`config.mk`:
```
export PLATFORM = sky130hd
export DESIGN_NAME = link_order_queue
export DESIGN_NICKNAME = d
export VERILOG_FILES = /design/src/rtl/link_order_queue.sv
export SDC_FILE = /design/constraint.sdc
export NUM_CORES = 1
export LEC_CHECK = 0
export CORE_UTILIZATION = 58
export DETAILED_ROUTE_END_ITERATION = 6
export GPL_ROUTABILITY_DRIVEN = 0
export HOLD_SLACK_MARGIN = 0.12
export MAX_ROUTING_LAYER = met4
export PLACE_DENSITY = 0.84
export SYNTH_ARGS = -nofsm -noshare
export SYNTH_HDL_FRONTEND = slang
export SYNTH_SLANG_ARGS = --single-unit
export TNS_END_PERCENT = 10
```
`constraint.sdc`:
```
create_clock -name clk -period 6.7 [get_ports clk]
set_input_delay 1.34 -clock clk [delete_from_list [all_inputs] [get_ports clk]]
set_output_delay 1.34 -clock clk [all_outputs]
set_load 0.03 [all_outputs]
```
`src/rtl/link_order_queue.sv`:
```
// First-word-fall-through order queue feeding a link manager.
// Holds issue of READ orders once MAX_RD results are still outstanding.
module link_order_queue #(
    parameter int unsigned ADDR_WIDTH  = 16,
    parameter int unsigned DATA_WIDTH  = 16,
    parameter int unsigned TABLE_WIDTH = 8,
    parameter int unsigned DEPTH       = 8,
    parameter int unsigned MAX_RD      = 4
) (
    input  logic                     clk,
    input  logic                     rst,
    input  logic                     in_valid,
    output logic                     in_busy,
    input  logic [1:0]               in_type,
    input  logic [TABLE_WIDTH-1:0]   in_table,
    input  logic [ADDR_WIDTH-1:0]    in_node,
    input  logic [DATA_WIDTH-1:0]    in_data,
    output logic                     order_valid,
    input  logic                     order_busy,
    output logic [1:0]               order_type,
    output logic [TABLE_WIDTH-1:0]   order_table,
    output logic [ADDR_WIDTH-1:0]    order_node,
    output logic [DATA_WIDTH-1:0]    order_data,
    input  logic                     dout_valid,
    input  logic                     dout_busy,
    output logic [$clog2(DEPTH):0]   level,
    output logic [7:0]               rd_outstanding,
    output logic                     rsp_err
);

    localparam int unsigned PW = $clog2(DEPTH);
    localparam int unsigned LW = PW + 1;
    localparam int unsigned EW = 2 + TABLE_WIDTH + ADDR_WIDTH + DATA_WIDTH;
    localparam logic [1:0]  TYPE_READ = 2'd3;

    logic [EW-1:0] mem [DEPTH];
    logic [PW-1:0] wr_ptr;
    logic [PW-1:0] rd_ptr;
    logic          push;
    logic          pop;
    logic          head_read;
    logic          rd_full;
    logic          rd_inc;
    logic          rd_dec;

    // Head entry is shown directly from storage (fall-through).
    assign {order_type, order_table, order_node, order_data} = mem[rd_ptr];

    assign head_read   = (order_type == TYPE_READ);
    assign rd_full     = (rd_outstanding == 8'(MAX_RD));
    assign in_busy     = (level == LW'(DEPTH));
    assign order_valid = (level != '0) && !(head_read && rd_full);
    assign push        = in_valid && !in_busy;
    assign pop         = order_valid && !order_busy;
    assign rd_inc      = pop && head_read;
    assign rd_dec      = dout_valid && !dout_busy;

    // Storage is not reset; stale contents are hidden behind level==0.
    always_ff @(posedge clk) begin
        if (push) begin
            mem[wr_ptr] <= {in_type, in_table, in_node, in_data};
        end
    end

    always_ff @(posedge clk or posedge rst) begin
        if (rst) begin
            wr_ptr <= '0;
            rd_ptr <= '0;
            level  <= '0;
        end else begin
            if (push) begin
                wr_ptr <= wr_ptr + PW'(1);
            end
            if (pop) begin
                rd_ptr <= rd_ptr + PW'(1);
            end
            case ({push, pop})
                2'b10:   level <= level + LW'(1);
                2'b01:   level <= level - LW'(1);
                default: level <= level;
            endcase
        end
    end

    // Outstanding READ tracking; a consume with nothing outstanding is flagged.
    always_ff @(posedge clk or posedge rst) begin
        if (rst) begin
            rd_outstanding <= '0;
            rsp_err        <= 1'b0;
        end else begin
            if (rd_inc && !rd_dec) begin
                rd_outstanding <= rd_outstanding + 8'(1);
            end else if (rd_dec && !rd_inc) begin
                if (rd_outstanding == '0) begin
                    rsp_err <= 1'b1;
                end else begin
                    rd_outstanding <= rd_outstanding - 8'(1);
                end
            end
        end
    end

endmodule

```
==> run_results.csv <==
group,metric,value,unit
setup_path,critPathTopFamily,"buffers and inverters",
cts,clock_path_buffers,3,
placed_design,hpwl,15290,microns
synth,synth_compound_gate_area_share,1.125,%
synth,synth_adder_area_share,1.458,%
cts,clock_transition_at_the_register_clock_pins_on_the_worst_setup_and_hold_paths_after_cts,0.06,ns
sta,tightest_slew,1.047,ns
synth,postSynthRegisterBits,355,
cts,postCtsSetupRepairBufs,0,
global_routing,global_route_wire_length_before_repair,42340,microns
synth,post_synthesis_share_of_cell_area_spent_on_xor_and_xnor_gates,0.8189,%
cts,cts.sink_count,355,
die,chipHeight,156.8,microns
synth,synth-simple-area-share,5.130,%
cts,hold_fix_buffer_count_after_cts,0,
pwr,power,7.856,mW
finish,most-common-layout-cells,"sky130_fd_sc_hd__edfxtp_1, sky130_fd_sc_hd__nand2_1, sky130_fd_sc_hd__clkdlybuf4s50_1",
cts,cts-buffers-inserted,36,
global_routing,grt_max_degree,53,
global_routing,grt_pass1_vias,7377,
finish,fillerInstances,1385,
global_routing,grt_remaining_overflow,0,
setup_path,r2r.worst_path.cells,13,
die,floorplan.die_area,24590,sq um
pwr,power.density,476.9,nW/um^2
sta,min_period,4.708,ns
finish,areaGrowthSynthToFinish,18.48,%
finish,commonest_non_fill_non_tap_cell_in_the_layout,"sky130_fd_sc_hd__edfxtp_1",
drt,wl_per_cell,23.97,microns
global_routing,grt.met3_usage,3.960,%
flow_run,max-cap-violations,0,
setup_path,worst_r2r_endpoint,"rd_outstanding[7]$_DFFE_PP0P_",
sta,final-max-slew-violation-count,0,
setup_path,cp_arrival,3.37,ns
finish,nets,899,
setup_path,critical_path_fanouts_max,52,
synth,dominant_combinational_cell_family_by_area_after_synthesis,"multiplexers",
global_routing,grt_busiest_layer,"met2",
sta,holdWs,0.4608,ns
die,initial_standard_cell_utilization_of_the_core,59.23,%
sta,worst_relative_slew_slack,30.03,%
min_path,holdCritPathClass,"flop to flop",
synth,synth_mux_area_share,14.24,%
placed_design,place_ws,2.491,ns
drt,detailedRoute.firstPassIterationCount,4,
sta,setup-tns-final,0,ns
min_path,min_from,"rsp_err$_DFFE_PP0P_",
drt,drt_iter0_markers,636,
die,core-area,23470,sq um
drt,totalWireLength,28310,microns
setup_path,worstPathBufferInverterCount,2,
sta,worst_slack,1.992,ns
drt,via_to_cell_ratio,5.974,
setup_path,crit_chain,"buf_12 > mux4_2 > nand2_1 > nand2_1 > clkdlybuf4s50_1",
drt,vias,7055,
global_routing,grt_antenna_before_repair,0,
pwr,p_leak,5.582,nW
finish,drive_above_1_share,18.82,%
min_path,hold-path-cell-count,1,
synth,synthesis.area_per_instance,19.53,sq um
synth,yosys_warnings,0,
global_routing,groute.layer.met1.usage,30.06,%
cts,clock-root-buffer,"sky130_fd_sc_hd__clkbuf_16",
cts,insertion_delay,0.52,ns
drt,detail_route.drc_violations,0,
sta,clock-skew-final,0.02339,ns
cts,cts_tree,"done",
run_status,run_status,"finished, final reports clean",
die,top_level_port_count,105,
setup_path,path_class,"flop to primary output",
sta,final_hold_fails,0,
die,fp.dieW,156.8,microns
synth,yosysUniqueCellTypes,33,
sta,timing.final.setup_violations,0,
setup_path,critical_path.most_common_cell,"sky130_fd_sc_hd__nand2_1",
synth,ys_seq_area_share,75.99,%
placed_design,port-buffer-count,104,
sta,final_min_period_over_clock_period,70.26,%
setup_path,reg2reg_slack,2.68,ns
sta,rsz0062_at_grt,"no",
setup_path,timing.critical_path.required,5.36,ns
synth,synth.cell_area,13900,sq um
die,std_cell_rows,56,
synth,synthesis.nets,775,
cts,cts_max_level,2,
setup_path,cpPeakStageDelay,0.90,ns
setup_path,crit_path_start_kind,"flop",
sta,max_clock_freq,212.4,MHz
drt,route.antenna.remaining_nets,0,
min_path,hold_endpoint,"rsp_err$_DFFE_PP0P_",
pwr,vdd_drop_max,0.3553,mV
cts,post_cts_resize_count,0,
setup_path,crit-reg2reg-launch,"rd_ptr[0]$_DFFE_PP0P_",
setup_path,end_kind,"primary output",
global_routing,globalRouteMet2Util,42.86,%
global_routing,gr-usage-all-layers,24.90,%
setup_path,cpMaxStageDelayCell,"sky130_fd_sc_hd__dfrtp_4",
synth,post_synthesis_cell_count,712,
per-layer routing:
| layer | part of all wire (%) | wire length (microns) | up-vias |
|---|---|---|---|
| met5 | 0 | 0 | - |
| met4 | 2.3 | 649 | 0 |
| met3 | 6.7 | 1898 | 51 |
| met2 | 53 | 15070 | 307 |
| met1 | 38 | 10690 | 3641 |
| li1 | - | - | 3056 |
sequential cells by signal, summed over array words and instances, names as in the netlist:
signal,cells
level,4
mem,336
rd_outstanding,8
rd_ptr,3
rsp_err,1
wr_ptr,3
worst max-delay path by stage:
stage / startpoint / endpoint / slack, ns / cells past startpoint
floorplan: in_valid / mem[0][0]$_DFFE_PP_ / 1.68 / 3
global placement: rd_ptr[0]$_DFFE_PP0P_ / order_node[3] / 2.57 / 5
detailed placement: order_busy / rd_outstanding[7]$_DFFE_PP0P_ / 2.49 / 12
CTS: rd_ptr[0]$_DFFE_PP0P_ / order_node[3] / 1.95 / 5
global route: rd_ptr[0]$_DFFE_PP0P_ / order_node[3] / 1.82 / 5
finish: rd_ptr[0]$_DFFE_PP0P_ / order_node[3] / 1.99 / 5
stage by stage:
step,area (sq um),std cells,utilization (%)
final,16470,1181,70.18
after CTS,16470,1180,70.17
after floorplan,13900,712,-
after global routing,16470,1180,70.17
after global placement,15370,1117,65.47
after detailed placement,15370,1117,65.47
layout make-up:
| cell class | count | area (sq um) | area share [%] |
|---|---|---|---|
| clock buffer | 46 | 989.7 | 6.008 |
| inverter | 10 | 37.54 | 0.2279 |
| tap | 319 | 399.1 | 2.423 |
| multi-input combinational | 318 | 3221 | 19.55 |
| clock inverter | 17 | 113.9 | 0.6912 |
| timing repair buffer | 115 | 1136 | 6.897 |
| antenna | 1 | 2.502 | 0.01519 |
| sequential | 355 | 10570 | 64.19 |
kinds of logic after synthesis:
kind of cell	Yosys count
compound gates	26
xor+xnor	13
fa+ha+maj	15
buf+inv	39
flops	355
mux	91
simple gates	173
cells in the mapped netlist:
master	number	share of area, %
sky130_fd_sc_hd__clkbuf_1	12	0.32
sky130_fd_sc_hd__nor3_1	6	0.22
sky130_fd_sc_hd__mux4_1	2	0.38
sky130_fd_sc_hd__edfxtp_1	336	73
sky130_fd_sc_hd__nand2b_1	6	0.27
sky130_fd_sc_hd__mux2_4	1	0.11
sky130_fd_sc_hd__a211oi_1	2	0.11
sky130_fd_sc_hd__nand3_1	3	0.11
sky130_fd_sc_hd__and2_1	1	0.045
sky130_fd_sc_hd__nor2_1	10	0.27
sky130_fd_sc_hd__inv_1	9	0.24
sky130_fd_sc_hd__a21o_1	5	0.27
sky130_fd_sc_hd__a21oi_1	6	0.22
sky130_fd_sc_hd__nor4_1	2	0.090
sky130_fd_sc_hd__nand2_1	142	3.8
sky130_fd_sc_hd__clkinv_1	1	0.027
sky130_fd_sc_hd__mux2_2	4	0.32
sky130_fd_sc_hd__a31oi_1	1	0.045
sky130_fd_sc_hd__xnor2_1	8	0.50
sky130_fd_sc_hd__o21ai_0	9	0.32
sky130_fd_sc_hd__ha_1	13	1.2
sky130_fd_sc_hd__buf_2	9	0.32
sky130_fd_sc_hd__nor3_2	2	0.14
sky130_fd_sc_hd__fa_1	2	0.29
sky130_fd_sc_hd__mux4_2	82	13
sky130_fd_sc_hd__nor4_4	1	0.15
sky130_fd_sc_hd__buf_6	2	0.16
sky130_fd_sc_hd__xor2_1	5	0.31
sky130_fd_sc_hd__o31ai_1	1	0.054
sky130_fd_sc_hd__o21bai_1	2	0.11
sky130_fd_sc_hd__buf_1	6	0.16
sky130_fd_sc_hd__dfrtp_1	19	3.4
sky130_fd_sc_hd__mux2i_1	2	0.14
where the power goes:
part | leakage, nW | switching, mW | internal, mW | total, mW
Clock | 0.541 | 0.789 | 1.08 | 1.87
Combinational | 1.77 | 1.63 | 1.27 | 2.90
Sequential | 3.27 | 0.272 | 2.81 | 3.08
Total | 5.58 | 2.69 | 5.17 | 7.86
(Power assumes the default switching activity.)
